**src/rtl/music_note_sequencer.sv**
```systemverilog
// Fixed-melody note sequencer: steps a 16-entry {freq, beats} table and drives a
// 14-bit frequency word, with a silent gap after each note and optional looping.
module music_note_sequencer #(
  parameter int unsigned TICKS_PER_BEAT = 4000,
  parameter int unsigned GAP_TICKS      = 320
) (
  input  logic        CLK_32KHz,
  input  logic        reset_n,
  input  logic        play,
  input  logic        stop,
  input  logic        loop_enable,
  output logic [13:0] outputFrequency,
  output logic        noteActive,
  output logic [3:0]  noteIndex,
  output logic        busy,
  output logic        songDone
);

  localparam int unsigned FREQ_W  = 14;
  localparam int unsigned BEAT_W  = 4;
  localparam int unsigned IDX_W   = 4;
  localparam int unsigned CNT_W   = 16;
  localparam int unsigned ENTRY_W = FREQ_W + BEAT_W;

  localparam logic [CNT_W-1:0] TICK_LAST = CNT_W'(TICKS_PER_BEAT - 1);
  localparam logic [CNT_W-1:0] GAP_LAST  = CNT_W'(GAP_TICKS - 1);
  localparam logic             HAS_GAP   = (GAP_TICKS != 0);

  localparam logic [1:0] S_IDLE  = 2'd0;
  localparam logic [1:0] S_FETCH = 2'd1;
  localparam logic [1:0] S_NOTE  = 2'd2;
  localparam logic [1:0] S_GAP   = 2'd3;

  // Melody ROM; beats == 0 is the end-of-song marker.
  function automatic logic [ENTRY_W-1:0] note_entry(input logic [IDX_W-1:0] idx);
    logic [ENTRY_W-1:0] e;
    case (idx)
      4'd0:    e = {14'd262, 4'd2};
      4'd1:    e = {14'd294, 4'd2};
      4'd2:    e = {14'd330, 4'd2};
      4'd3:    e = {14'd349, 4'd2};
      4'd4:    e = {14'd392, 4'd2};
      4'd5:    e = {14'd0,   4'd1};
      4'd6:    e = {14'd440, 4'd2};
      4'd7:    e = {14'd523, 4'd4};
      default: e = {14'd0,   4'd0};
    endcase
    return e;
  endfunction

  logic [1:0]        state_q,  state_d;
  logic [IDX_W-1:0]  idx_q,    idx_d;
  logic [CNT_W-1:0]  tick_q,   tick_d;
  logic [BEAT_W-1:0] beat_q,   beat_d;
  logic [CNT_W-1:0]  gap_q,    gap_d;
  logic [FREQ_W-1:0] freq_q,   freq_d;
  logic              active_q, active_d;
  logic              busy_q,   busy_d;
  logic              done_q,   done_d;

  logic [ENTRY_W-1:0] entry;
  logic [FREQ_W-1:0]  entry_freq;
  logic [BEAT_W-1:0]  entry_beats;

  always_comb begin
    entry       = note_entry(idx_q);
    entry_freq  = entry[ENTRY_W-1:BEAT_W];
    entry_beats = entry[BEAT_W-1:0];
  end

  // Next-state and output logic; stop overrides everything below it.
  always_comb begin
    state_d  = state_q;
    idx_d    = idx_q;
    tick_d   = tick_q;
    beat_d   = beat_q;
    gap_d    = gap_q;
    freq_d   = freq_q;
    active_d = active_q;
    busy_d   = busy_q;
    done_d   = 1'b0;

    case (state_q)
      S_IDLE: begin
        if (play) begin
          state_d = S_FETCH;
          idx_d   = '0;
          busy_d  = 1'b1;
        end
      end
      S_FETCH: begin
        if (entry_beats == '0) begin
          if (loop_enable) begin
            idx_d = '0;
          end else begin
            state_d = S_IDLE;
            busy_d  = 1'b0;
            done_d  = 1'b1;
          end
        end else begin
          state_d  = S_NOTE;
          freq_d   = entry_freq;
          active_d = (entry_freq != '0);
          tick_d   = '0;
          beat_d   = '0;
        end
      end
      S_NOTE: begin
        if (tick_q == TICK_LAST) begin
          tick_d = '0;
          beat_d = BEAT_W'(beat_q + 4'd1);
          if (beat_q == BEAT_W'(entry_beats - 4'd1)) begin
            freq_d   = '0;
            active_d = 1'b0;
            if (HAS_GAP) begin
              state_d = S_GAP;
              gap_d   = '0;
            end else begin
              state_d = S_FETCH;
              idx_d   = IDX_W'(idx_q + 4'd1);
            end
          end
        end else begin
          tick_d = CNT_W'(tick_q + 16'd1);
        end
      end
      S_GAP: begin
        if (gap_q == GAP_LAST) begin
          state_d = S_FETCH;
          idx_d   = IDX_W'(idx_q + 4'd1);
        end else begin
          gap_d = CNT_W'(gap_q + 16'd1);
        end
      end
      default: state_d = S_IDLE;
    endcase

    if (stop) begin
      state_d  = S_IDLE;
      idx_d    = '0;
      freq_d   = '0;
      active_d = 1'b0;
      busy_d   = 1'b0;
      done_d   = 1'b0;
    end
  end

  always_ff @(posedge CLK_32KHz or negedge reset_n) begin
    if (!reset_n) begin
      state_q  <= S_IDLE;
      idx_q    <= '0;
      tick_q   <= '0;
      beat_q   <= '0;
      gap_q    <= '0;
      freq_q   <= '0;
      active_q <= 1'b0;
      busy_q   <= 1'b0;
      done_q   <= 1'b0;
    end else begin
      state_q  <= state_d;
      idx_q    <= idx_d;
      tick_q   <= tick_d;
      beat_q   <= beat_d;
      gap_q    <= gap_d;
      freq_q   <= freq_d;
      active_q <= active_d;
      busy_q   <= busy_d;
      done_q   <= done_d;
    end
  end

  assign outputFrequency = freq_q;
  assign noteActive      = active_q;
  assign noteIndex       = idx_q;
  assign busy            = busy_q;
  assign songDone        = done_q;

endmodule

```
**config.mk**
```make
export PLATFORM = sky130hd
export DESIGN_NAME = music_note_sequencer
export DESIGN_NICKNAME = d
export VERILOG_FILES = /design/src/rtl/music_note_sequencer.sv
export SDC_FILE = /design/constraint.sdc
export NUM_CORES = 1
export LEC_CHECK = 0
export CAP_MARGIN = 20
export CORE_MARGIN = 5
export CORE_UTILIZATION = 23
export CTS_BUF_LIST = sky130_fd_sc_hd__clkbuf_8
export CTS_CLUSTER_SIZE = 40
export DETAILED_ROUTE_END_ITERATION = 10
export GPL_ROUTABILITY_DRIVEN = 0
export GPL_TIMING_DRIVEN = 0
export HOLD_SLACK_MARGIN = 0.03
export PLACE_DENSITY = 0.48
export SYNTH_ARGS = -nofsm -noshare
export SYNTH_HDL_FRONTEND = slang
export SYNTH_SLANG_ARGS = --single-unit
```
**constraint.sdc**
```tcl
create_clock -name CLK_32KHz -period 4.25 [get_ports CLK_32KHz]
set_input_delay 0.6375 -clock CLK_32KHz [delete_from_list [all_inputs] [get_ports CLK_32KHz]]
set_output_delay 0.6375 -clock CLK_32KHz [all_outputs]
set_load 0.005 [all_outputs]
```
==> impl_metrics.csv, run 1 <==
group,metric,value,unit
routing,via_count,2497,
global_routing,grt_usage,0.09150,
yosys,ys_async_sr_fraction,1.000,
clock_tree,post-cts-setup-buffers,0,
timing,finalSetupViolCount,0,
timing,fmax,287.7,MHz
floorplanning,die_area,0.01611,mm²
cells_and_area,drive_gt1_frac,0.07692,
floorplanning,fp-row-count,42,
clock_tree,cts-resized-gates,0,
routing,drcViolationCount,0,
worst_setup_path,cp_top_family,"simple AND/OR/NAND/NOR gates",
timing,rsz0062_at_grt,"no",
global_routing,grt_overflow,0,
yosys,synthDistinctLibCells,47,
yosys,ys_seq_area_frac,0.4377,
placement,placed_cell_area,0.003601,mm²
placement,post-place-ws,0.7649,ns
yosys,synth_simple_gate_area_frac,0.2439,
power_and_ir_drop,vdd_drop_max,0.0001171,V
timing,hold_viol,0,
power_and_ir_drop,power_frac_clock,0.289,
timing,fin_crit,3.476,ns
worst_setup_path,cp-end-kind,"flop",
worst_setup_path,crit_slowest_cell,"dfrtp_1",
yosys,synth_compound_gate_area_share,0.1417,
timing,worst_pin_slew,0.7902,ns
global_routing,grt_pass1_wl,12.39,mm
floorplanning,core_area,0.01335,mm²
power_and_ir_drop,power_frac_comb,0.201,
worst_setup_path,crit_path_max_fanout,10,
yosys,ys.flop_type,"dfrtp_1",
yosys,synth_commonest_cells,"55 x dfrtp_1, 32 x nand2_1, 32 x nor2_1, 19 x o21ai_0",
worst_setup_path,cpPeakStageDelay,0.52,ns
clock_tree,cts_hold_buf,0,
global_routing,grt_max_degree,38,
yosys,synth_top_area_cell,"dfrtp_1",
power_and_ir_drop,p_int,0.7454,mW
yosys,synth-xor-area-share,0.06685,
placement,hpwl,5.165,mm
yosys,synth_top_area_frac,0.4377,
run_status,status,"finished clean",
timing,maxSlewViolCount,0,
worst_setup_path,start_kind,"flop",
worst_setup_path,required,4.45,ns
timing,relSlewSlack,0.4685,
clock_tree,h-tree-depth,2,
cells_and_area,n_fill_cell,1443,
routing,first_pass_iters,4,
clock_tree,cts_sinks,55,
clock_tree,cts_max_path_buffers,2,
floorplanning,die_width,126.9,µm
power_and_ir_drop,switchingPower,0.3472,mW
global_routing,antenna_found_initial,0,
clock_tree,clockRootBuffer,"clkbuf_8",
yosys,syn_inst,331,
power_and_ir_drop,p_leak,1.547,nW
global_routing,grt_pass1_vias,2505,
worst_setup_path,critical_path_buf_inv_count,2,
floorplanning,start_util,0.2356,
floorplanning,die_height,126.9,µm
timing,setup_tns,0,ns
routing,wl,7.121,mm
power_and_ir_drop,seq_power_share,0.510,
worst_setup_path,crit_type,"reg -> reg",
clock_tree,cts_inserted_buffers,5,
routing,final_antenna_net_count,0,
cells_and_area,nets,383,
floorplanning,ios,26,
worst_setup_path,rrSetupSlack,0.77,ns
timing,fin_ws,0.7744,ns
cells_and_area,final_cells,540,
yosys,synthesis.area,0.003144,mm²
cells_and_area,area_delta_synth_final,17.47,%
clock_tree,clock_latency,0.32,ns
worst_setup_path,crit_chain,"inv_1 -> ha_1 -> nor2_1 -> nand2_1 -> nand2b_1 -> ha_1 -> ha_1 -> xor2_1 -> nand2_1 -> nor3_1 -> nand2_1 -> nor2_1 -> clkbuf_1 -> nor2_1",
yosys,yosys-top-cells-area,"dfrtp_1 44%, ha_1 6.0%, xor2_1 5.0%",
clock_tree,cts_tree,"built",
power_and_ir_drop,power,1.093,mW
power_and_ir_drop,powerDensity,295.8,mW/mm²
placement,place_inst,532,
run,cap_violations,0,
yosys,avgSynthCellArea,9.499,µm²
cells_and_area,final_area,0.003694,mm²
yosys,yosys_warnings,0,
routing,post_drt_wl_per_cell,13.19,µm
worst_setup_path,cp.arrival,3.68,ns
yosys,synthMostInstantiatedCell,"dfrtp_1",
yosys,synthAdderAreaFrac,0.05969,
timing,hold_ws,0.2520,ns
routing,drtIter0Drc,114,
min_path,min_path_type,"in -> async",
timing,finalCritPeriodShare,0.8178,
cells_and_area,final_util,0.2767,
cells_and_area,antenna_cells,0,
yosys,synth_mux_area_frac,0.01632,
yosys,synth_edf_count,0,
placement,numPortBuffers,21,
routing,via_per_inst,4.624,
yosys,synth_top_family_by_area,"simple AND/OR/NAND/NOR gates",
yosys,ys_ff_latch,55,
timing,finClkSkew,0.01628,ns
power_and_ir_drop,switching_share,0.3178,
clock_tree,clk_pin_slew,0.12,ns
-- per-layer routing --
layer,global-route usage,up-vias,wire (µm)
met5,0,-,0
met4,0.02271,0,68
met3,0.02018,4,210
met2,0.1370,29,3126
met1,0.1337,1239,3716
li1,-,1225,-
-- registers in the layout, indices dropped and copies added, names as in the netlist --
| register | flops |
|---|---|
| state_q | 2 |
| songDone | 1 |
| busy | 1 |
| noteActive | 1 |
| tick_q | 16 |
| outputFrequency | 10 |
| noteIndex | 4 |
| beat_q | 4 |
| gap_q | 16 |
-- worst register-to-register path, cell delays in order, from the launching register on --
cell,delay [ns]
dfrtp_1,0.52
inv_1,0.11
ha_1,0.27
nor2_1,0.28
nand2_1,0.14
nand2b_1,0.11
ha_1,0.14
ha_1,0.23
xor2_1,0.15
nand2_1,0.12
nor3_1,0.30
nand2_1,0.10
nor2_1,0.33
clkbuf_1,0.45
nor2_1,0.11
-- area by class of cell --
type                       count  area, µm²  area share
timing repair buffer          22      225.2     0.06098
clock inverter                 3      23.77    0.006436
multi-input combinational    256       1677      0.4539
clock buffer                   5      68.82     0.01863
tap                          176      220.2     0.05962
sequential                    55       1376      0.3726
buffer                        11      57.56     0.01558
inverter                      12      45.04     0.01220
-- power by group through the flow --
stage	Sequential (mW)	Combinational (mW)	Clock, mW
after global routing	0.562	0.245	0.343
after CTS	0.558	0.223	0.327
after floorplan	0.567	0.131	0
final	0.558	0.219	0.316
after global placement	0.567	0.220	0
after detailed placement	0.568	0.222	0
-- kinds of logic after synthesis --
logic type	count (synthesis)
and+or+nand+nor	146
muxes	5
xor gates and xnor gates	24
buffers and inverters	23
adders and majority gates	15
AOI/OAI and AO/OA	62
other	1
DFF	55
-- cell usage in the layout (no fill, tap or decap), types with 8 or more instances in the layout --
cell             instances
a21oi_1                 15
and3_1                   9
clkdlybuf4s50_1         20
dfrtp_1                 55
ha_1                    15
inv_1                   12
nand2_1                 32
nand2b_1                 8
nand3_1                 18
nor2_1                  32
nor3_1                   9
o21ai_0                 19
o31ai_1                  8
xor2_1                  18
-- path summary, 6_finish.rpt --
path,start,cells past startpoint,end
max in group asynchronous,reset_n,2,tick_q[8]
max,noteIndex[0],14,gap_q[4]
min reg2reg,noteActive,1,noteActive
max reg2reg,noteIndex[0],14,gap_q[4]
min,reset_n,1,outputFrequency[7]
min in group CLK_32KHz,noteActive,1,noteActive
Note: power is estimated with default switching activity, not from simulation.
==> run 2, diff against run 1 <==
--- a/config.mk
+++ b/config.mk
@@ -14,7 +14,7 @@
 export GPL_ROUTABILITY_DRIVEN = 0
 export GPL_TIMING_DRIVEN = 0
 export HOLD_SLACK_MARGIN = 0.03
-export PLACE_DENSITY = 0.48
+export PLACE_DENSITY = 0.49
 export SYNTH_ARGS = -nofsm -noshare
 export SYNTH_HDL_FRONTEND = slang
 export SYNTH_SLANG_ARGS = --single-unit
==> constraint.sdc (replaced) <==
create_clock -name CLK_32KHz -period 3 [get_ports CLK_32KHz]
set_input_delay 0.45 -clock CLK_32KHz [delete_from_list [all_inputs] [get_ports CLK_32KHz]]
set_output_delay 0.45 -clock CLK_32KHz [all_outputs]
set_load 0.005 [all_outputs]
==> impl_metrics.csv, run 2 (synthesized netlist as in run 1, its figures left out) <==
group,metric,value,unit
placement,numPortBuffers,21,
placement,placed_cell_area,0.003601,mm²
clock_tree,cts_inserted_buffers,5,
clock_tree,cts_tree,"built",
routing,first_pass_iters,4,
cells_and_area,final_area,0.003824,mm²
placement,post-place-ws,-0.5134,ns
clock_tree,clock_latency,0.31,ns
routing,via_per_inst,4.500,
clock_tree,cts_max_path_buffers,2,
floorplanning,start_util,0.2356,
clock_tree,clk_pin_slew,0.10,ns
global_routing,grt_pass1_wl,12.31,mm
floorplanning,core_area,0.01335,mm²
routing,via_count,2457,
timing,hold_viol,0,
routing,final_antenna_net_count,0,
power_and_ir_drop,p_leak,1.610,nW
power_and_ir_drop,powerDensity,429.1,mW/mm²
routing,post_drt_wl_per_cell,13.05,µm
routing,drtIter0Drc,100,
cells_and_area,area_delta_synth_final,21.61,%
worst_setup_path,required,3.24,ns
worst_setup_path,cp-end-kind,"flop",
min_path,min_path_type,"in -> async",
timing,maxSlewViolCount,0,
cells_and_area,drive_gt1_frac,0.1378,
power_and_ir_drop,vdd_drop_max,0.0002119,V
worst_setup_path,crit_type,"reg -> reg",
worst_setup_path,crit_path_max_fanout,5,
worst_setup_path,start_kind,"flop",
routing,drcViolationCount,0,
timing,finalSetupViolCount,0,
global_routing,met1_usage,0.1279,
floorplanning,die_width,126.9,µm
timing,relSlewSlack,0.6234,
run,cap_violations,0,
timing,fin_ws,0.1160,ns
clock_tree,clockRootBuffer,"clkbuf_8",
global_routing,met2_usage,0.1429,
floorplanning,die_area,0.01611,mm²
floorplanning,ios,26,
global_routing,grt_max_degree,39,
clock_tree,h-tree-depth,2,
placement,hpwl,5.162,mm
run_status,status,"finished clean",
global_routing,antenna_found_initial,0,
global_routing,top_usage_layer,"met2",
global_routing,grt_use_met3,0.02648,
floorplanning,die_height,126.9,µm
global_routing,grt_usage,0.09264,
timing,finClkSkew,0.01049,ns
global_routing,grt_overflow,0,
timing,finalCritPeriodShare,0.9613,
cells_and_area,layout_commonest_cell,"dfrtp_1",
floorplanning,fp-row-count,42,
timing,fmax,346.7,MHz
routing,wl,7.126,mm
global_routing,grt_pass1_vias,2444,
cells_and_area,layout_common_cells,"53 x dfrtp_1, 31 x nand2_1, 29 x nor2_1, 20 x clkdlybuf4s50_1, 19 x o21ai_0",
cells_and_area,nets,389,
clock_tree,cts_sinks,55,
timing,worst_pin_slew,0.5649,ns
timing,rsz0062_at_grt,"yes",
worst_setup_path,cp.arrival,3.12,ns
cells_and_area,n_fill_cell,1438,
cells_and_area,antenna_cells,0,
timing,fin_crit,2.884,ns
run 2: cell count changes in the layout (fill, tap and decap cells not counted), moves of 3 or more:
cell and change:
clkbuf_1 -3, nor2_1 -3, buf_4 +6, clkbuf_2 +3
run 2: worst max-delay path: stages, from the launching register on:
cell and delay (ns):
dfrtp_2 0.44, buf_4 0.14, ha_1 0.24, ha_1 0.27, nand2b_1 0.08, ha_1 0.30, xor2_1 0.19, nand2_2 0.10
o31ai_4 0.32, nand2_4 0.10, or4_1 0.49, a21oi_1 0.15
run 2: metal layers:
metal	part of all wire	wire length, µm
met4	0.0070	50
met5	0	0
met2	0.46	3308
met1	0.49	3460
met3	0.043	307
run 2: path summary, 6_finish.rpt:
check	from	end	slack [ns]	cells after the start
hold / removal	reset_n	noteIndex[2]	0.07	1
min in group CLK_32KHz	outputFrequency[3]	outputFrequency[3]	0.51	1
hold reg to reg	outputFrequency[3]	outputFrequency[3]	0.51	1
max in group asynchronous	reset_n	beat_q[0]	2.38	2
setup reg to reg	noteIndex[1]	gap_q[12]	0.12	11
setup / recovery	noteIndex[1]	gap_q[12]	0.12	11
run 2: per-stage QoR:
step,cells,setup TNS (ns),hold slack (ns),utilization,power (mW)
finish,546,0,0.06681,0.2865,1.641
global route,546,-0.1220,0.09220,0.2865,1.743
CTS,544,0,0.07811,0.2834,1.657
detailed placement,532,-11.75,0.4240,0.2698,1.116
global placement,531,-30.62,0.4748,0.2687,1.112
floorplan,334,0,0.1544,-,0.9894
run 2: final cells by class:
| cell class | instances | area [µm²] | share of cell area |
|---|---|---|---|
| buffer | 11 | 61.31 | 0.01603 |
| clock buffer | 6 | 82.58 | 0.02160 |
| clock inverter | 2 | 35.03 | 0.009162 |
| inverter | 12 | 45.04 | 0.01178 |
| multi-input combinational | 256 | 1730 | 0.4526 |
| sequential | 55 | 1379 | 0.3606 |
| tap | 176 | 220.2 | 0.05759 |
| timing repair buffer | 28 | 270.3 | 0.07068 |
run 2: what timing repair did:
action | CTS | global route
gates resized for setup | 12 | 10
pin swaps | 2 | 2
buffers inserted | 4 | 2
endpoints found under the setup margin | 39 | 35
hold buffers | 0 | 0
run 2: power by group:
part	total (mW)	internal, mW	switching (mW)	leakage [nW]
logic	0.327	0.131	0.196	0.790
clock network	0.523	0.271	0.252	0.0612
registers	0.791	0.770	0.0214	0.759
==> edit: new RTL, settings of run 1 <==
Make the reset (`reset_n`) synchronous in one clocked block.
--- a/src/rtl/music_note_sequencer.sv
+++ b/src/rtl/music_note_sequencer.sv
@@ -147,3 +147,3 @@
 
-  always_ff @(posedge CLK_32KHz or negedge reset_n) begin
+  always_ff @(posedge CLK_32KHz) begin
     if (!reset_n) begin
Check against the original RTL: differs if reset_n is asserted again (counterexample within 4 cycles, from zero or initial values and one cycle with reset_n low); with reset_n held inactive, the same outputs for 10 cycles.
==> edit against run 1 <==
  * First-iteration DRC count fell by 19%
  * Synthesized cell count rose by 10%
  * Wire length grew 5.1%
  * Sequential cell count increased by 11
  * Non-clock buffer count increased by 9
  * Largest cell class unchanged
  * Worst setup slack better by 0.57 ns
  * Maximum frequency rose by 19%
  * Final area grew 4.0%
  * Sequential share of layout area shrank 2.9 points
  * Area after synthesis grew 1.5%
Power is not compared: it rests on default switching activity, and its combinational part moved more than twofold at a synthesized area within 25%.
==> edit: results (changes against run 1) <==
Hold WC Path Type: flip-flop to flip-flop (was input pin to async pin)
Hold Worst Slack: 0.4826 ns (was 0.2520 ns)
CP arrival: 3.13 ns (was 3.68 ns)
filler instances: 1502 (was 1443)
Fin. Hold Viols: 0 (unchanged)
final net count: 416 (was 383)
leakage: 1.312 nW
Max VDD drop: 116.2 uV
CP Max Fanout: 10 (unchanged)
setup bufs post-CTS: 0 (unchanged)
routed wl met2: 3.367 mm (was 3.126 mm)
initial antenna violation count: 0 (unchanged)
top post-synthesis cells by area: dfxtp_1 41%, nor2_1 7.3%, xnor2_1 5.8% (was dfrtp_1 44%, ha_1 6.0%, xor2_1 5.0%)
Total Routing Usage GR: 9.565% (was 9.150%)
DRT iter0 DRCs: 92 (was 114)
Yosys warnings: 0 (unchanged)
Least-Margin Pin Slew: 0.7139 ns (was 0.7902 ns)
highest metal layer with signal wires: met4 (unchanged)
R2R Setup Slk: 1.34 ns (was 0.77 ns)
fin crit period: 2.910 ns (was 3.476 ns)
first-pass GRT wire length: 12.61 mm (was 12.39 mm)
htree depth: 3 (was 2)
Final HPWL DP: 5.384 mm (was 5.165 mm)
CTS Buffer Depth: 2 (unchanged)
Root Driver: clkbuf_8 (unchanged)
largest net degree at the start of global routing: 13 (was 38)
vias in the first global route: 2552 (was 2505)
top post-synthesis cells by count: 66 x dfxtp_1, 62 x nor2_1, 32 x nand2_1 (was 55 x dfrtp_1, 32 x nand2_1, 32 x nor2_1)
TritonCTS Buffers: 9 (was 5)
post-cts repair resize count: 0 (unchanged)
met1 WL: 3.757 mm (was 3.716 mm)
Worst path max stage delay: 0.56 ns (was 0.52 ns)
outcome: complete, no violations (unchanged)
layout cells sized above 1: 9.653% (was 7.692%)
clock skew: 0.01897 ns (was 0.01628 ns)
post-synthesis sequential area ratio: 41.40% (was 43.77%)
wire per inst: 12.82 um (was 13.19 um)
Via density: 4.440 (was 4.624)
antenna cell count: 0 (unchanged)
slowest CP cell: a21oi_1 (was dfrtp_1)
Clk Latency, worst-skew pair: 0.36 ns (was 0.32 ns)
cells on worst reg2reg path: 9 (was 14)
DR WL met3: 181 um (was 210 um)
clk slew on worst S/H paths: 0.08 ns (was 0.12 ns)
Yosys cell types: 56 (was 47)
Top delay family on crit path: compound AO/OA/AOI/OAI gates (was simple AND/OR/NAND/NOR gates)
Post-synth ARST share: 0% (was 100.0%)
PortBufs: 21 (unchanged)
Hold Crit Depth: 2
top_reg_cell synth: dfxtp_1 (was dfrtp_1)
DRT Pass-1 Iters: 4 (unchanged)
edit: changes by cell type in the layout (fill, tap and decap cells not counted), moves of 6 or more:
cell / delta
nor4_1: +6
o21ai_0: -12
a22oi_1: +11
inv_1: -6
nor2_1: +30
xnor2_1: +15
xor2_1: -7
dfxtp_1: +66
dfrtp_1: -55
nor4b_1: +6
a21oi_1: -7
o31ai_1: -8
and3_1: -8
edit: kinds of logic (layout without fill, tap and decap cells):
logic type	after synthesis	count (layout)	synth area share (%)
AND/OR/NAND/NOR	177	177	30.14
flip-flops	66	66	41.40
AO/OA/AOI/OAI	46	46	9.918
XOR/XNOR	32	32	8.781
buffers and inverters	28	64	3.998
adder cells (fa/ha/maj)	11	11	4.312
multiplexers	4	4	1.333
other	1	4	0.1175
edit: final cells by class:
type,instances,area share (%)
repair buffers,21,5.474
flip-flops and latches,66,34.41
inverters,7,0.6843
clock buffers,10,3.584
plain buffers,21,2.639
well taps,180,5.865
clock inverters,5,1.662
multi-input cells,274,45.68
edit: where the power goes:
| part | internal [mW] | leakage, nW | switching (mW) |
|---|---|---|---|
| Clock | 0.288 | 0.0989 | 0.267 |
| Combinational | 0.0217 | 0.681 | 0.0337 |
| Sequential | 0.621 | 0.532 | 0.00274 |
| Total | 0.930 | 1.31 | 0.303 |
edit: path summary, 6_finish.rpt:
kind | start | endpoint
worst min register to register | tick_q[1] | tick_q[1]
worst max register to register | noteIndex[3] | tick_q[6]
worst min-delay path | tick_q[1] | tick_q[1]
worst max-delay path | noteIndex[3] | tick_q[6]
edit: stage by stage:
stage | setup WS (ns) | cell area [sq um] | total power, mW | std cells | util [%]
after floorplan | 1.755 | 3203 | 0.6736 | 368 | -
after global placement | 1.245 | 3638 | 0.6943 | 569 | 26.52
after detailed placement | 1.216 | 3638 | 0.6949 | 569 | 26.52
after CTS | 1.256 | 3840 | 1.251 | 584 | 27.99
after global routing | 0.9512 | 3840 | 1.283 | 584 | 27.99
final | 1.340 | 3840 | 1.234 | 584 | 27.99
edit: layer usage:
| layer | global-route usage (%) | up-vias |
|---|---|---|
| met1 | 12.27 | 1210 |
| met2 | 15.16 | 30 |
| met5 | 0 | - |
| met3 | 2.000 | 13 |
| li1 | - | 1340 |
| met4 | 4.869 | 0 |
edit: worst reg2reg max path, cell delays in order, from the launching register on:
cell and delay [ns]:
dfxtp_1 0.39, nand2b_1 0.22, ha_1 0.20, ha_1 0.26, nand2_1 0.14, o21ai_0 0.24
a21oi_1 0.56, nand2b_1 0.29, clkbuf_1 0.39, nor2_1 0.10
